<file path="src/rtl/piso_pkg.sv">
`default_nettype none
// ============================================================================
//  Module      : piso_pkg
//  Description : Shared definitions for the parallel-in / serial-out
//                transmitter: FSM state encoding and the default word width.
//  Contents    : state_t     - IDLE / SHIFT
//                WIDTH_DEFAULT - default serialised word width
//  Revision    : 1.0 - initial release
// ============================================================================
package piso_pkg;

    localparam int WIDTH_DEFAULT = 4;

    typedef enum logic [0:0] {
        IDLE  = 1'b0,
        SHIFT = 1'b1
    } state_t;

endpackage : piso_pkg
`default_nettype wire

</file>
<file path="src/rtl/piso_tx_if.sv">
`default_nettype none
// ============================================================================
//  Module      : piso_tx_if
//  Description : Handshake / serial bus of piso_tx.
//  Signals     : in_valid, in_data  - upstream word offer
//                in_ready           - transmitter can take a word
//                d_in, d_valid      - serial bit and its qualifier
//                frame              - marks the first bit of each word
//                busy               - shifter active or holding register full
//  Modports    : master - the environment (upstream source, serial sink)
//                slave  - the transmitter itself
//  Revision    : 1.0 - initial release
// ============================================================================
interface piso_tx_if #(
    parameter int WIDTH = piso_pkg::WIDTH_DEFAULT
);
    logic             in_valid;
    logic [WIDTH-1:0] in_data;
    logic             in_ready;
    logic             d_in;
    logic             d_valid;
    logic             frame;
    logic             busy;

    modport master (
        output in_valid, in_data,
        input  in_ready, d_in, d_valid, frame, busy
    );

    modport slave (
        input  in_valid, in_data,
        output in_ready, d_in, d_valid, frame, busy
    );
endinterface : piso_tx_if
`default_nettype wire

</file>
<file path="src/rtl/piso_hold.sv">
`default_nettype none
// ============================================================================
//  Module      : piso_hold
//  Description : One-word holding register with its occupancy flag. Lets the
//                transmitter accept the next word while the current one is
//                still being shifted out.
//  Ports       : clk, rst  - clock, synchronous active-high reset
//                wr_i      - capture data_i and mark full
//                data_i    - word to capture
//                rd_i      - held word consumed, mark empty
//                full_o    - a word is held
//                data_o    - the held word
//  Revision    : 1.0 - initial release
// ============================================================================
module piso_hold
    import piso_pkg::*;
#(
    parameter int WIDTH = WIDTH_DEFAULT
) (
    input  wire             clk,
    input  wire             rst,
    input  wire             wr_i,
    input  wire [WIDTH-1:0] data_i,
    input  wire             rd_i,
    output logic            full_o,
    output logic [WIDTH-1:0] data_o
);

    logic             full_q;
    logic             full_d;
    logic [WIDTH-1:0] data_q;
    logic [WIDTH-1:0] data_d;

    // A write is only issued while empty and a read only while full, so the
    // two never coincide; write still wins to keep the word safe if they did.
    always_comb begin
        full_d = full_q;
        data_d = data_q;
        if (wr_i) begin
            full_d = 1'b1;
            data_d = data_i;
        end else if (rd_i) begin
            full_d = 1'b0;
        end
    end

    always_ff @(posedge clk) begin
        if (rst) begin
            full_q <= 1'b0;
            data_q <= '0;
        end else begin
            full_q <= full_d;
            data_q <= data_d;
        end
    end

    assign full_o = full_q;
    assign data_o = data_q;

endmodule : piso_hold
`default_nettype wire

</file>
<file path="src/rtl/piso_tx.sv">
`default_nettype none
// ============================================================================
//  Module      : piso_tx
//  Description : Parallel-in / serial-out transmitter. Accepts WIDTH-bit words
//                on a valid/ready handshake and emits them one bit per cycle,
//                MSB or LSB first, with a frame marker on the first bit. A
//                one-word holding register allows gap-free back-to-back words.
//  Ports       : clk, rst - clock, synchronous active-high reset
//                bus      - piso_tx_if slave modport (handshake + serial out)
//  Revision    : 1.0 - initial release
// ============================================================================
module piso_tx
    import piso_pkg::*;
#(
    parameter int WIDTH     = WIDTH_DEFAULT,
    parameter bit MSB_FIRST = 1'b1
) (
    input  wire        clk,
    input  wire        rst,
    piso_tx_if.slave   bus
);

    localparam int             CW       = $clog2(WIDTH);
    localparam logic [CW-1:0]  CNT_LAST = CW'(WIDTH - 1);

    state_t           state_q;
    logic [CW-1:0]    cnt_q;
    logic [WIDTH-1:0] shreg_q;
    logic             d_in_q;
    logic             d_valid_q;
    logic             frame_q;
    logic             busy_q;

    logic             hold_full;
    logic [WIDTH-1:0] hold_data;

    logic             xfer;
    logic             last_bit;
    logic             load_hold;
    logic             load_new;
    logic             hold_wr;
    logic [WIDTH-1:0] shift_src;
    logic             shift_bit;
    logic [WIDTH-1:0] shift_rest;

    piso_hold #(
        .WIDTH  (WIDTH)
    ) u_hold (
        .clk    (clk),
        .rst    (rst),
        .wr_i   (hold_wr),
        .data_i (bus.in_data),
        .rd_i   (load_hold),
        .full_o (hold_full),
        .data_o (hold_data)
    );

    // Ready depends only on the registered occupancy flag.
    assign bus.in_ready = ~hold_full;

    always_comb begin
        xfer      = bus.in_valid & ~hold_full & ~rst;
        last_bit  = (state_q == SHIFT) && (cnt_q == CNT_LAST);
        // The held word has priority at the end of a word; while it is held
        // in_ready is low, so no new transfer can compete with it.
        load_hold = last_bit & hold_full;
        // A new word goes straight to the shifter when idle or when it lands
        // exactly on the last bit of the current word.
        load_new  = xfer & ((state_q == IDLE) | last_bit);
        hold_wr   = xfer & (state_q == SHIFT) & ~last_bit;
        if (load_hold) begin
            shift_src = hold_data;
        end else if (load_new) begin
            shift_src = bus.in_data;
        end else begin
            shift_src = shreg_q;
        end
    end

    // shift_bit is the next bit to present, shift_rest what remains queued.
    generate
        if (MSB_FIRST) begin : g_msb_first
            assign shift_bit  = shift_src[WIDTH-1];
            assign shift_rest = shift_src << 1;
        end else begin : g_lsb_first
            assign shift_bit  = shift_src[0];
            assign shift_rest = shift_src >> 1;
        end
    endgenerate

    // cnt_q is the index of the bit currently on d_in, so the cycle with
    // cnt_q == WIDTH-1 is the last bit of the word.
    always_ff @(posedge clk) begin
        if (rst) begin
            state_q   <= IDLE;
            cnt_q     <= '0;
            shreg_q   <= '0;
            d_in_q    <= 1'b0;
            d_valid_q <= 1'b0;
            frame_q   <= 1'b0;
            busy_q    <= 1'b0;
        end else if (load_hold || load_new) begin
            state_q   <= SHIFT;
            cnt_q     <= '0;
            shreg_q   <= shift_rest;
            d_in_q    <= shift_bit;
            d_valid_q <= 1'b1;
            frame_q   <= 1'b1;
            busy_q    <= 1'b1;
        end else if ((state_q == SHIFT) && !last_bit) begin
            state_q   <= SHIFT;
            cnt_q     <= cnt_q + CW'(1);
            shreg_q   <= shift_rest;
            d_in_q    <= shift_bit;
            d_valid_q <= 1'b1;
            frame_q   <= 1'b0;
            busy_q    <= 1'b1;
        end else begin
            // Idle, or last bit sent with nothing pending.
            state_q   <= IDLE;
            cnt_q     <= '0;
            shreg_q   <= '0;
            d_in_q    <= 1'b0;
            d_valid_q <= 1'b0;
            frame_q   <= 1'b0;
            busy_q    <= hold_wr;
        end
    end

    assign bus.d_in    = d_in_q;
    assign bus.d_valid = d_valid_q;
    assign bus.frame   = frame_q;
    assign bus.busy    = busy_q;

endmodule : piso_tx
`default_nettype wire

</file>
<file path="src/flat_wrapper.sv">
// flat-port wrapper written by rule: the top's interface ports become plain ports
module piso_tx_flat import piso_pkg::*;
#(
    parameter int WIDTH     = WIDTH_DEFAULT,
    parameter bit MSB_FIRST = 1'b1
)
  (clk, rst, bus_in_valid, bus_in_data, bus_in_ready, bus_d_in, bus_d_valid, bus_frame, bus_busy);
  piso_tx_if #(.WIDTH(WIDTH)) bus_i ();
  input  wire clk;
  input  wire rst;
  input wire logic [$bits(bus_i.in_valid)-1:0] bus_in_valid;
  input wire logic [$bits(bus_i.in_data)-1:0] bus_in_data;
  output wire logic [$bits(bus_i.in_ready)-1:0] bus_in_ready;
  output wire logic [$bits(bus_i.d_in)-1:0] bus_d_in;
  output wire logic [$bits(bus_i.d_valid)-1:0] bus_d_valid;
  output wire logic [$bits(bus_i.frame)-1:0] bus_frame;
  output wire logic [$bits(bus_i.busy)-1:0] bus_busy;
  assign bus_i.in_valid = bus_in_valid;
  assign bus_i.in_data = bus_in_data;
  assign bus_in_ready = bus_i.in_ready;
  assign bus_d_in = bus_i.d_in;
  assign bus_d_valid = bus_i.d_valid;
  assign bus_frame = bus_i.frame;
  assign bus_busy = bus_i.busy;
  piso_tx #(.WIDTH(WIDTH), .MSB_FIRST(MSB_FIRST)) u_core (.clk(clk), .rst(rst), .bus(bus_i));
endmodule
</file>
<file path="config.mk">
export PLATFORM = sky130hd
export DESIGN_NAME = piso_tx_flat
export DESIGN_NICKNAME = d
export VERILOG_FILES = /design/src/rtl/piso_pkg.sv /design/src/rtl/piso_tx_if.sv /design/src/rtl/piso_hold.sv /design/src/rtl/piso_tx.sv /design/src/flat_wrapper.sv
export SDC_FILE = /design/constraint.sdc
export NUM_CORES = 1
export LEC_CHECK = 0
export CORE_AREA = 2 2 39 41
export CTS_CLUSTER_SIZE = 30
export DETAILED_ROUTE_END_ITERATION = 6
export DIE_AREA = 0 0 41 43
export DONT_BUFFER_PORTS = 1
export GPL_ROUTABILITY_DRIVEN = 1
export PLACE_DENSITY = 0.63
export SLEW_MARGIN = 20
export SYNTH_ARGS = -nofsm -noshare
export SYNTH_HDL_FRONTEND = slang
export SYNTH_HIERARCHICAL = 1
export SYNTH_SLANG_ARGS = --single-unit
</file>
<file path="constraint.sdc">
create_clock -name clk -period 3.4 [get_ports clk]
set_input_delay 0.85 -clock clk [delete_from_list [all_inputs] [get_ports clk]]
set_output_delay 0.85 -clock clk [all_outputs]
set_load 0.1 [all_outputs]
</file>
== After elaboration in Yosys (flattened, before gate mapping) ==
Index checks and enable logic that the tools add are counted.
W data, S select, Z words.

* Register bits after elaboration: 15
* Bits in latches: 0
* Bits in writable memories: 0
* ROM bits: 0
* Output and inout port bits: 5
* Logic and storage cells: 43
* Memories kept: 0

* Add/subtract/negate cells: 1
* $mul: 0
* Divide/modulo/power cells: 0
* Magnitude comparators: 0
* Eq/ne operators: 1
* Shift-type cells: 0
* Multiplexer cells: 13
* Bitwise gates (word level): 12
* Reductions and logical operators: 7

{| class="wikitable"
|+ Operator list
! kind !! number
|-
| $mux W4 || 4
|-
| $mux W1 || 9
|-
| $and A1 B1 Y1 || 6
|-
| $not A1 Y1 || 5
|-
| $reduce_or A3 Y1 || 1
|-
| $add A2 B1 Y2 const B || 1
|-
| $eq A2 B2 Y1 const B || 1
|-
| $logic_and A1 B1 Y1 || 2
|-
| $reduce_bool A2 Y1 || 1
|-
| $reduce_or A2 Y1 || 1
|-
| $logic_not A1 Y1 || 1
|-
| $logic_or A1 B1 Y1 || 1
|-
| $or A1 B1 Y1 || 1
|}

== Longest topological paths before layout ==
Gate-level depths: netlist (run 1).

* Depth in word-level cells: 8
* Mapped depth: 7
* Gate-level depth less buffers: 5

== By module ==
The synthesis (run 1) kept the hierarchy.

{| class="wikitable"
|+ Modules (own cells, without submodules)
! module !! instances !! cells each !! area each (um^2)
|-
| piso_tx || 1 || 41 || 380.4
|-
| piso_hold || 1 || 17 || 181.4
|}

== Worst setup path before layout (run 1) ==
OpenSTA, ideal clock, no wires.

* Path kind: register -> register
* Start point: register, netlist name u_core/bus.d_valid
* End point: register u_core.u_hold.data_q[0] (netlist: u_core/u_hold/data_o[0])
* Arrival: 1.733 ns
* Data required time: 3.286 ns
* Path slack: 1.553 ns
* Cell stages (with the launch flop): 7
* Path buffers: 2
* Clock period less this slack: 1.847 ns
* Cell sequence: dfxtp_1 nand2b_4 buf_6 nor3_1 buf_6 mux2i_1 nor2_1

{| class="wikitable"
|+ RTL lines
! element !! RTL line !! source
|-
| end signal, assigned || piso_hold.sv:53 || <nowiki>data_q <= data_d;</nowiki>
|-
| end, declared || piso_hold.sv:31 || <nowiki>logic [WIDTH-1:0] data_q;</nowiki>
|}

== Worst setup path in the final report (run 1) ==
* Start point: register u_core.u_hold.full_q (netlist: u_core/u_hold/full_o)
* End point: output port bus_in_ready

* Longest elaborated chain between the ends: 1

{| class="wikitable"
|+ RTL lines
! element !! RTL line !! source
|-
| start, declared || piso_hold.sv:29 || <nowiki>logic full_q;</nowiki>
|-
| start signal, assigned || piso_hold.sv:52 || <nowiki>full_q <= full_d;</nowiki>
|-
| $not A1 Y1 || piso_tx.sv:59 || <nowiki>assign bus.in_ready = ~hold_full;</nowiki>
|-
| end, declared || flat_wrapper.sv:13 || <nowiki>output wire logic [$bits(bus_i.in_ready)-1:0] bus_in_ready;</nowiki>
|}

Every way passes these cells.

==> results of run 1 <==
==> cells in the mapped netlist <==
| master | n |
|---|---|
| dfxtp_1 | 14 |
| a21oi_2 | 1 |
| nand3_1 | 4 |
| nand2b_4 | 1 |
| nor3b_1 | 1 |
| or3b_4 | 1 |
| ha_1 | 1 |
| nor2_1 | 9 |
| o21ai_0 | 1 |
| nor3_1 | 2 |
| nand2b_1 | 1 |
| a21oi_1 | 1 |
| inv_1 | 6 |
| a32oi_1 | 1 |
| a311oi_1 | 3 |
| nand2b_2 | 1 |
| nand2_1 | 3 |
| a21o_1 | 1 |
| buf_6 | 2 |
| mux2i_1 | 4 |
==> final timing paths <==
| check | start | end | slack [ps] | cells after the start |
|---|---|---|---|---|
| setup / recovery | u_core/u_hold/full_o$_SDFFE_PP0P_ | bus_in_ready | 1330 | 1 |
| hold / removal | u_core/cnt_q[0]$_SDFF_PP0_ | u_core/cnt_q[0]$_SDFF_PP0_ | 440 | 1 |
| setup reg to reg | u_core/cnt_q[0]$_SDFF_PP0_ | u_core/u_hold/data_o[1]$_SDFFE_PP0P_ | 1650 | 5 |
| hold reg to reg | u_core/cnt_q[0]$_SDFF_PP0_ | u_core/cnt_q[0]$_SDFF_PP0_ | 440 | 1 |
==> sequential cells by signal, indices dropped and copies added (netlist names) <==
register / count
u_core/bus.busy: 1
u_core/bus.d_valid: 1
u_core/u_hold/full_o: 1
u_core/cnt_q: 2
u_core/u_hold/data_o: 4
u_core/bus.frame: 1
u_core/shreg_q: 3
u_core/bus.d_in: 1
==> power by group through the flow <==
| stage | registers, mW | clock network [mW] | logic [mW] |
|---|---|---|---|
| after CTS | 0.187 | 0.0929 | 0.0318 |
| after global routing | 0.188 | 0.0983 | 0.0340 |
| final | 0.187 | 0.0881 | 0.0318 |
| after global placement | 0.190 | 0 | 0.0319 |
| after detailed placement | 0.190 | 0 | 0.0319 |
| after floorplan | 0.197 | 0 | 0.0230 |
==> per-stage QoR <==
step           std cells  util, %  worst slack (ps)
2_1_floorplan         58        -              1550
3_3_place_gp          73     41.0              1430
3_5_place_dp          73     41.0              1430
4_1_cts               76     42.6              1310
5_1_grt               76     42.6              1280
6_report              76     42.6              1330
==> per-layer routing <==
layer	GRT usage, %	up-vias	routed length (um)	share of wire [%]
met4	7.33	0	10	1.1
met5	0	-	0	0
met3	8.90	2	81	8.6
li1	-	203	-	-
met1	15.5	177	450	48
met2	16.9	13	397	42
==> cell families after synthesis <==
logic type / count (synthesis)
flops: 14
mux: 4
compound gates: 8
simple gates: 23
buf+inv: 8
fa+ha+maj: 1
==> area by class of cell <==
| type | count | area share [%] |
|---|---|---|
| multi-input cells | 36 | 40.1 |
| repair buffers | 1 | 1.27 |
| clock buffers | 3 | 3.82 |
| well taps | 16 | 3.40 |
| flip-flops and latches | 14 | 47.6 |
| inverters | 6 | 3.82 |
==> cells in the final DEF, fill, tap and decap left out <==
cell      instances
a32oi_1           1
or3b_4            1
dfxtp_1          14
nand3_1           4
mux2i_1           4
nand2b_1          1
inv_1             6
a21oi_1           1
clkbuf_4          3
a21oi_2           1
ha_1              1
a21o_1            1
buf_4             1
nor3_1            2
nand2b_4          1
nand2b_2          1
nor3b_1           1
o21ai_0           1
nor2_1            9
nand2_1           3
a311oi_1          3
==> summary.md, run 1 <==
| Metric | Value |
|---|---|
| Fmax | 0.482 GHz |
| Total power draw | 0.307 mW |
| Fin crit period | 2070 ps |
| Area occupied by multi-input gates | 236 um^2 |
| First-pass GRT wire length | 1530 um |
| Vias in the first global route | 360 |
| Filler cell count | 126 |
| Crit path launch type | register |
| Ys Warns | 6 |
| Clock network power share | 28.8% |
| Total Wirelength | 940 um |
| Clk_lat worst skew | 260 ps |
| Clock Tree Root | clkbuf_4 |
| Worst-path clk slew | 80 ps |
| Power Density | 520 mW/mm^2 |
| Adder-Cell Fraction of Synth Area | 2.23% |
| Setup_tns | 0 ps |
| Flops & latches, synth | 14 |
| Initial DRC count | 18 |
| Internal | 0.221 mW |
| Final HPWL DP | 673 um |
| Worst-case clock buffer depth | 2 |
| CP delay by family, top | buffers and inverters |
| # diodes | 0 |
| # port buffers | 0 |
| Post-synthesis xor/xnor area fraction | 0% |
| Syn Nets | 66 |
| Min Hold Slack | 445 ps |
| Crit path buf inv count | 1 |
| Crit. End Element | primary output |
| DR vias | 395 |
| Post-synthesis compound-gate area fraction | 10.9% |
| Num CTS Buffers | 3 |
| DR vias/cell | 5.20 |
| # rows | 14 |
| DR pass1 iterations | 4 |
| Storage element area | 280 um^2 |
| Share of power burned in registers | 60.9% |
| Final instance area | 589 um^2 |
| Synth top area share | 49.9% |
| Peak supply drop | 0.000191 V |
| Post-Route Skew | 1.81 ps |
| DRC viols | 0 |
| Initial Utilization | 40.6% |
| Worst EP required | 2550 ps |
| Synth area leader | dfxtp_1 |
| P_sw | 0.0858 mW |
| Die height | 43 um |
| Total GRT Usage | 13.0% |
| Synth Instances | 58 |
| Path type of the worst min-delay path | register to register |
| Mux share of post-synthesis cell area | 7.13% |
| Max-slew violations | 0 |
| DRT antenna net count | 0 |
| Final #Nets | 70 |
| Post-cts repair resize count | 0 |
| Post-Syn Area | 562 um^2 |
| Distinct cells, synth | 20 |
| Share of post-route cells with drive strength above 1 | 13.3% |
| Total gr overflow | 0 |
| Final worst path period share | 61.0% |
| TritonCTS clock tree | built |
| Crit path DAT | 1220 ps |
| Crit path cell chain | inv_1 |
| Largest family of logic cells by synthesized area | simple AND/OR/NAND/NOR gates |
| Area Growth Syn to Fin | 4.90% |
| Post-DP Area | 567 um^2 |
| Clock Sinks | 14 |
| Worst relative slew slack | 38.1% |
| Worst slew pin tran | 928 ps |
| Largest net degree at the start of global routing | 13 |
| CP max FO | 5 |
| Maxcap violations | 0 |
| Logic pwr share | 10.4% |
| Top post-synthesis cells by area | dfxtp_1, mux2i_1, nor2_1 |
| Post-Synth Simple-Gate Area | 21.8% |
| WL/cell | 12.4 um |
| Die width | 41 um |
| Critical path class | register to primary output |
| Initial antenna violation count | 0 |
| Status | finished clean |
| Post-CTS Setup Bufs | 0 |
| RSZ-0062 raised after global routing | no |
| Core ar. | 0.00138 mm^2 |
| Placer's final routability congestion estimate | 0.805 |
| Hold-fix buffers at CTS | 0 |
| Die Footprint | 0.00176 mm^2 |
| Final-report hold violation count | 0 |
| Finish-stage setup viols | 0 |
| H-tree depth | 1 |
| Leak | 0.231 nW |
| Avg Inst Size Synth | 9.69 um^2 |
| Slowest stage delay, CP | 610 ps |
| CP max stage cell | inv_1 |
| I/O pins | 12 |
| Sw Ratio | 28.0% |
| Sequential-to-total area share from yosys stat | 49.9% |
(Power assumes the default switching activity.)
==> run 2: changes to the inputs <==
Clock period 3.4 ns to 2 ns, I/O delays scaled along.
==> summary.md, run 2 (synthesis gave the netlist of run 1 again) <==
| Metric | Value |
|---|---|
| Non-Filler Instances | 81 (+6.6%) |
| Crit path cell chain | ha_1, nand2b_4, nor3_1, buf_4, mux2i_1, nor2_1 |
| Total GRT Usage | 14.3% (+1.2 points) |
| Fin worst setup slack | 308 ps (-1020 ps) |
| DR vias/cell | 5.07 (-2.4%) |
| Commonest cells after routing, fill and taps aside | dfxtp_1, nor2_1, buf_4, inv_1 |
| Total power draw | 0.527 mW (+72%) |
| Reg-to-reg startpoint | u_core/cnt_q[0]$_SDFF_PP0_ |
| Setup_tns | 0 ps (unchanged) |
| Clock Sinks | 14 (unchanged) |
| Largest net degree at the start of global routing | 13 (unchanged) |
| Path type of the worst min-delay path | primary input to register |
| TritonCTS clock tree | built |
| First-pass GRT wire length | 1640 um (+6.8%) |
| Area Growth Syn to Fin | 11.6% |
| Clock Tree Root | clkbuf_4 |
| # diodes | 0 (unchanged) |
| H-tree depth | 1 (unchanged) |
| Final worst path period share | 84.6% |
| Max-slew violations | 0 (unchanged) |
| Post-Route Skew | 6.09 ps (+4.29 ps) |
| Vias in the first global route | 377 (+4.7%) |
| Die Footprint | 0.00176 mm^2 (unchanged) |
| Share of post-route cells with drive strength above 1 | 20.0% (+6.7 points) |
| Worst-case clock buffer depth | 2 (unchanged) |
| Critical path class | register to register |
| Hold EP | u_core/bus.frame$_SDFF_PP0_ |
| Hold depth | 1 (unchanged) |
| Max FFs per register | 4 (unchanged) |
| Reg2reg end | u_core/u_hold/data_o[1]$_SDFFE_PP0P_ |
| Core ar. | 0.00138 mm^2 (unchanged) |
| Maxcap violations | 0 (unchanged) |
| Worst EP required | 2160 ps (-390 ps) |
| I/O pins | 12 (unchanged) |
| Finish-stage setup viols | 0 (unchanged) |
| RSZ-0062 raised after global routing | no |
| # rows | 14 (unchanged) |
| Die height | 43 um (unchanged) |
| Post-CTS Setup Bufs | 0 (unchanged) |
| # port buffers | 0 (unchanged) |
| Initial Utilization | 40.6% (unchanged) |
| CP max stage cell | nor3_1 |
| Pre-CTS setup slack | 334 ps (-1090 ps) |
| Final HPWL DP | 707 um (+4.9%) |
| Crit path launch type | register |
| R2R Setup Slk | 310 ps (-1340 ps) |
| Final #Nets | 75 (+7.1%) |
| Final instance area | 627 um^2 (+6.4%) |
| WL/cell | 11.7 um (-5.6%) |
| Worst slew pin tran | 504 ps (-424 ps) |
| DRT antenna net count | 0 (unchanged) |
| Filler cell count | 136 (+7.9%) |
| Crit. End Element | register |
| Initial DRC count | 4 (-14) |
| Fin crit period | 1690 ps |
| Power Density | 841 mW/mm^2 (+62%) |
| Min Hold Slack | 280 ps (-164 ps) |
| Post-DP Area | 604 um^2 (+6.6%) |
| Clk_lat worst skew | 270 ps (about the same) |
| Peak supply drop | 0.000351 V (+84%) |
| Worst-path clk slew | 80 ps (about the same) |
| DRC viols | 0 (unchanged) |
| Total Wirelength | 946 um (+0.64%) |
| Placer's final routability congestion estimate | 0.673 (-16%) |
| DR vias | 411 (+4.1%) |
| CP max FO | 8 (+3) |
| Leading cell type in the layout, fill and taps excluded | dfxtp_1 |
| Crit path DAT | 1860 ps (+640 ps) |
| Die width | 41 um (unchanged) |
| Hold-fix buffers at CTS | 0 (unchanged) |
| Post-cts repair resize count | 0 (unchanged) |
| Leak | 0.257 nW (+11%) |
| Final-report hold violation count | 0 (unchanged) |
| Fmax | 0.591 GHz |
| Util after Layout | 45.3% (+2.7 points) |
| DR pass1 iterations | 4 (unchanged) |
| R2R cell count | 6 (+1) |
| Initial antenna violation count | 0 (unchanged) |
| Placed cell count | 78 (+6.8%) |
| Num CTS Buffers | 3 (unchanged) |
| Status | finished clean |
| Slowest stage delay, CP | 410 ps (-200 ps) |
| Worst relative slew slack | 66.1% (+28 points) |
| Total gr overflow | 0 (unchanged) |
| Hold path startpoint | rst |
[run 2: layout make-up]
type / count / area [um^2] / area share (%)
Tap cell: 16 / 20.0 / 3.19
Sequential cell: 14 / 280 / 44.7
Multi-Input combinational cell: 36 / 236 / 37.7
Inverter: 6 / 22.5 / 3.59
Clock buffer: 3 / 22.5 / 3.59
Timing Repair Buffer: 6 / 45.0 / 7.19
[run 2: worst max-delay path by stage]
stage	slack (ps)	depth (start not counted)	start	end
floorplan	150	6	u_core/bus.d_valid$_SDFF_PP0_	u_core/u_hold/data_o[0]$_SDFFE_PP0P_
global placement	330	6	u_core/cnt_q[0]$_SDFF_PP0_	u_core/u_hold/data_o[0]$_SDFFE_PP0P_
detailed placement	330	6	u_core/cnt_q[0]$_SDFF_PP0_	u_core/u_hold/data_o[1]$_SDFFE_PP0P_
CTS	290	6	u_core/cnt_q[0]$_SDFF_PP0_	u_core/u_hold/data_o[1]$_SDFFE_PP0P_
global route	200	6	u_core/cnt_q[0]$_SDFF_PP0_	u_core/u_hold/data_o[1]$_SDFFE_PP0P_
finish	310	6	u_core/cnt_q[0]$_SDFF_PP0_	u_core/u_hold/data_o[1]$_SDFFE_PP0P_
[run 2: critical path, delay by kind of cell, from the launching register on]
family	cells	cell delay, ps
buffers and inverters	1	230
DFF	1	320
muxes	1	170
adders and majority gates	1	220
and+or+nand+nor	3	650
[run 2: where the power goes]
part / internal, mW / leakage (nW) / total, mW / switching [mW]
clock network: 0.0696 / 0.0138 / 0.149 / 0.0799
logic: 0.0221 / 0.129 / 0.0823 / 0.0602
registers: 0.289 / 0.114 / 0.295 / 0.00615
[run 2: routing by layer]
| metal | global-route usage, % | wire [um] | up-vias | share of wire [%] |
|---|---|---|---|---|
| li1 | - | - | 212 | - |
| met1 | 18.2 | 427 | 188 | 45 |
| met2 | 18.4 | 436 | 9 | 46 |
| met3 | 4.71 | 73 | 2 | 7.7 |
| met4 | 12.0 | 9 | 0 | 0.95 |
| met5 | 0 | 0 | - | 0 |
==> run 3: changes to the inputs <==
Clock period 2 ns to 1.8 ns, I/O delays scaled along.
==> summary.md, run 3 (synthesis gave the netlist of run 1 again) <==
| Metric | Value |
|---|---|
| GR Layer Usage met1 | 17.6% (-0.56 points) |
| Num CTS Buffers | 3 (unchanged) |
| Worst-path clk slew | 80 ps (about the same) |
| CP max FO | 8 (unchanged) |
| Crit path cell chain | ha_1, nand2b_4, nor3_1, buf_4, mux2i_1, nor2_1 |
| Commonest cells after routing, fill and taps aside | dfxtp_1, nor2_1, buf_4 |
| Path type of the worst min-delay path | primary input to register |
| # rows | 14 (unchanged) |
| Peak supply drop | 0.000453 V (+29%) |
| Crit path DAT | 1670 ps (-190 ps) |
| Finish-stage setup viols | 0 (unchanged) |
| Total Wirelength | 963 um (+1.8%) |
| Worst-case clock buffer depth | 2 (unchanged) |
| Post-cts repair resize count | 0 (unchanged) |
| # port buffers | 0 (unchanged) |
| Clock Sinks | 14 (unchanged) |
| I/O pins | 12 (unchanged) |
| Die height | 43 um (unchanged) |
| Status | finished clean |
| Clock Tree Root | clkbuf_4 |
| Clk_lat worst skew | 280 ps (about the same) |
| Share of post-route cells with drive strength above 1 | 23.9% (+3.9 points) |
| Total gr overflow | 0 (unchanged) |
| Core ar. | 0.00138 mm^2 (unchanged) |
| H-tree depth | 1 (unchanged) |
| RSZ-0062 raised after global routing | no |
| Final #Nets | 76 (+1.3%) |
| Final HPWL DP | 712 um (+0.71%) |
| Crit path buf inv count | 1 (unchanged) |
| Crit. End Element | register |
| Final-report hold violation count | 0 (unchanged) |
| Fmax | 0.669 GHz (+13%) |
| Post-Route Skew | 4.87 ps (-1.22 ps) |
| DR vias/cell | 5.06 (-0.27%) |
| Min Hold Slack | 226 ps (-54.2 ps) |
| CP max stage cell | dfxtp_1 |
| Post-CTS Setup Bufs | 0 (unchanged) |
| Global routing usage on met3 | 5.76% (+1.0 points) |
| Crit path launch type | register |
| WL/cell | 11.6 um (-0.66%) |
| Worst EP required | 1970 ps (-190 ps) |
| Die Footprint | 0.00176 mm^2 (unchanged) |
| Area Growth Syn to Fin | 15.6% |
| Max-slew violations | 0 (unchanged) |
| DR pass1 iterations | 4 (unchanged) |
| Power Density | 985 mW/mm^2 (+17%) |
| Leak | 0.270 nW (+5.0%) |
| Hold-fix buffers at CTS | 0 (unchanged) |
| Util after Layout | 46.9% (+1.6 points) |
| DRT antenna net count | 0 (unchanged) |
| GR Layer Usage met2 | 18.8% (+0.31 points) |
| Total GRT Usage | 14.1% (-0.16 points) |
| Initial DRC count | 11 (+7) |
| Placer's final routability congestion estimate | 0.767 (+14%) |
| GRT Max-Usage Layer | met2 |
| Die width | 41 um (unchanged) |
| CP delay by family, top | simple AND/OR/NAND/NOR gates |
| Fin crit period | 1490 ps (-197 ps) |
| Critical path class | register to register |
| TritonCTS clock tree | built |
| Worst slew pin tran | 327 ps (-178 ps) |
| Maxcap violations | 0 (unchanged) |
| # diodes | 0 (unchanged) |
| Leading cell type in the layout, fill and taps excluded | dfxtp_1 |
| Max FFs per register | 4 (unchanged) |
| DR vias | 420 (+2.2%) |
| Worst relative slew slack | 78.2% (+12 points) |
| Initial Utilization | 40.6% (unchanged) |
| Initial antenna violation count | 0 (unchanged) |
| Largest net degree at the start of global routing | 13 (unchanged) |
| First-pass GRT wire length | 1640 um (unchanged) |
| Slowest stage delay, CP | 320 ps (-90 ps) |
| Setup_tns | 0 ps (unchanged) |
| Final worst path period share | 83.1% (-1.6 points) |
| Vias in the first global route | 378 (+0.27%) |
| DRC viols | 0 (unchanged) |
==> run 3: cell count changes in the layout (fill, tap and decap cells not counted), sizes merged <==
cell and delta:
buf +1, clkbuf +1
==> run 3: through the flow <==
stage / worst slack, ps / area, um^2 / total power, mW / cells
5_1_grt: 201 / 649 / 0.669 / 83
6_report: 305 / 649 / 0.640 / 83
3_5_place_dp: 306 / 613 / 0.428 / 79
2_1_floorplan: 278 / 563 / 0.415 / 58
3_3_place_gp: 326 / 613 / 0.427 / 79
4_1_cts: 286 / 649 / 0.650 / 83
==> run 3: per-layer routing <==
metal  vias to the layer above  wire length (um)
li1                        217                 -
met1                       191               425
met2                        10               454
met3                         2                74
met4                         0                 9
met5                         -                 0
==> run 3: layout make-up <==
class,instances,area (um^2)
clock buffer,4,36.3
sequential,14,282
multi-input combinational,36,236
timing repair buffer,7,52.6
inverter,6,22.5
tap,16,20.0
fill,140,734
==> run 3: worst paths after layout <==
path	start	endpoint	slack (ps)	cells after the start
setup reg to reg	u_core/cnt_q[0]$_SDFF_PP0_	u_core/u_hold/data_o[0]$_SDFFE_PP0P_	310	6
setup / recovery	u_core/cnt_q[0]$_SDFF_PP0_	u_core/u_hold/data_o[0]$_SDFFE_PP0P_	310	6
hold / removal	rst	u_core/bus.frame$_SDFF_PP0_	230	1
hold reg to reg	u_core/cnt_q[0]$_SDFF_PP0_	u_core/cnt_q[0]$_SDFF_PP0_	430	1
==> run 3: report_power, final <==
group	internal [mW]	switching, mW	total (mW)
combinational	0.0256	0.0662	0.0918
clock	0.123	0.0961	0.219
sequential	0.322	0.00703	0.329
==> run 3: worst register-to-register path: cells and delay by family (launching register included) <==
family | cells | cell delay (ps)
and+or+nand+nor | 3 | 480
DFF | 1 | 320
adders and majority gates | 1 | 220
buffers and inverters | 1 | 190
muxes | 1 | 190
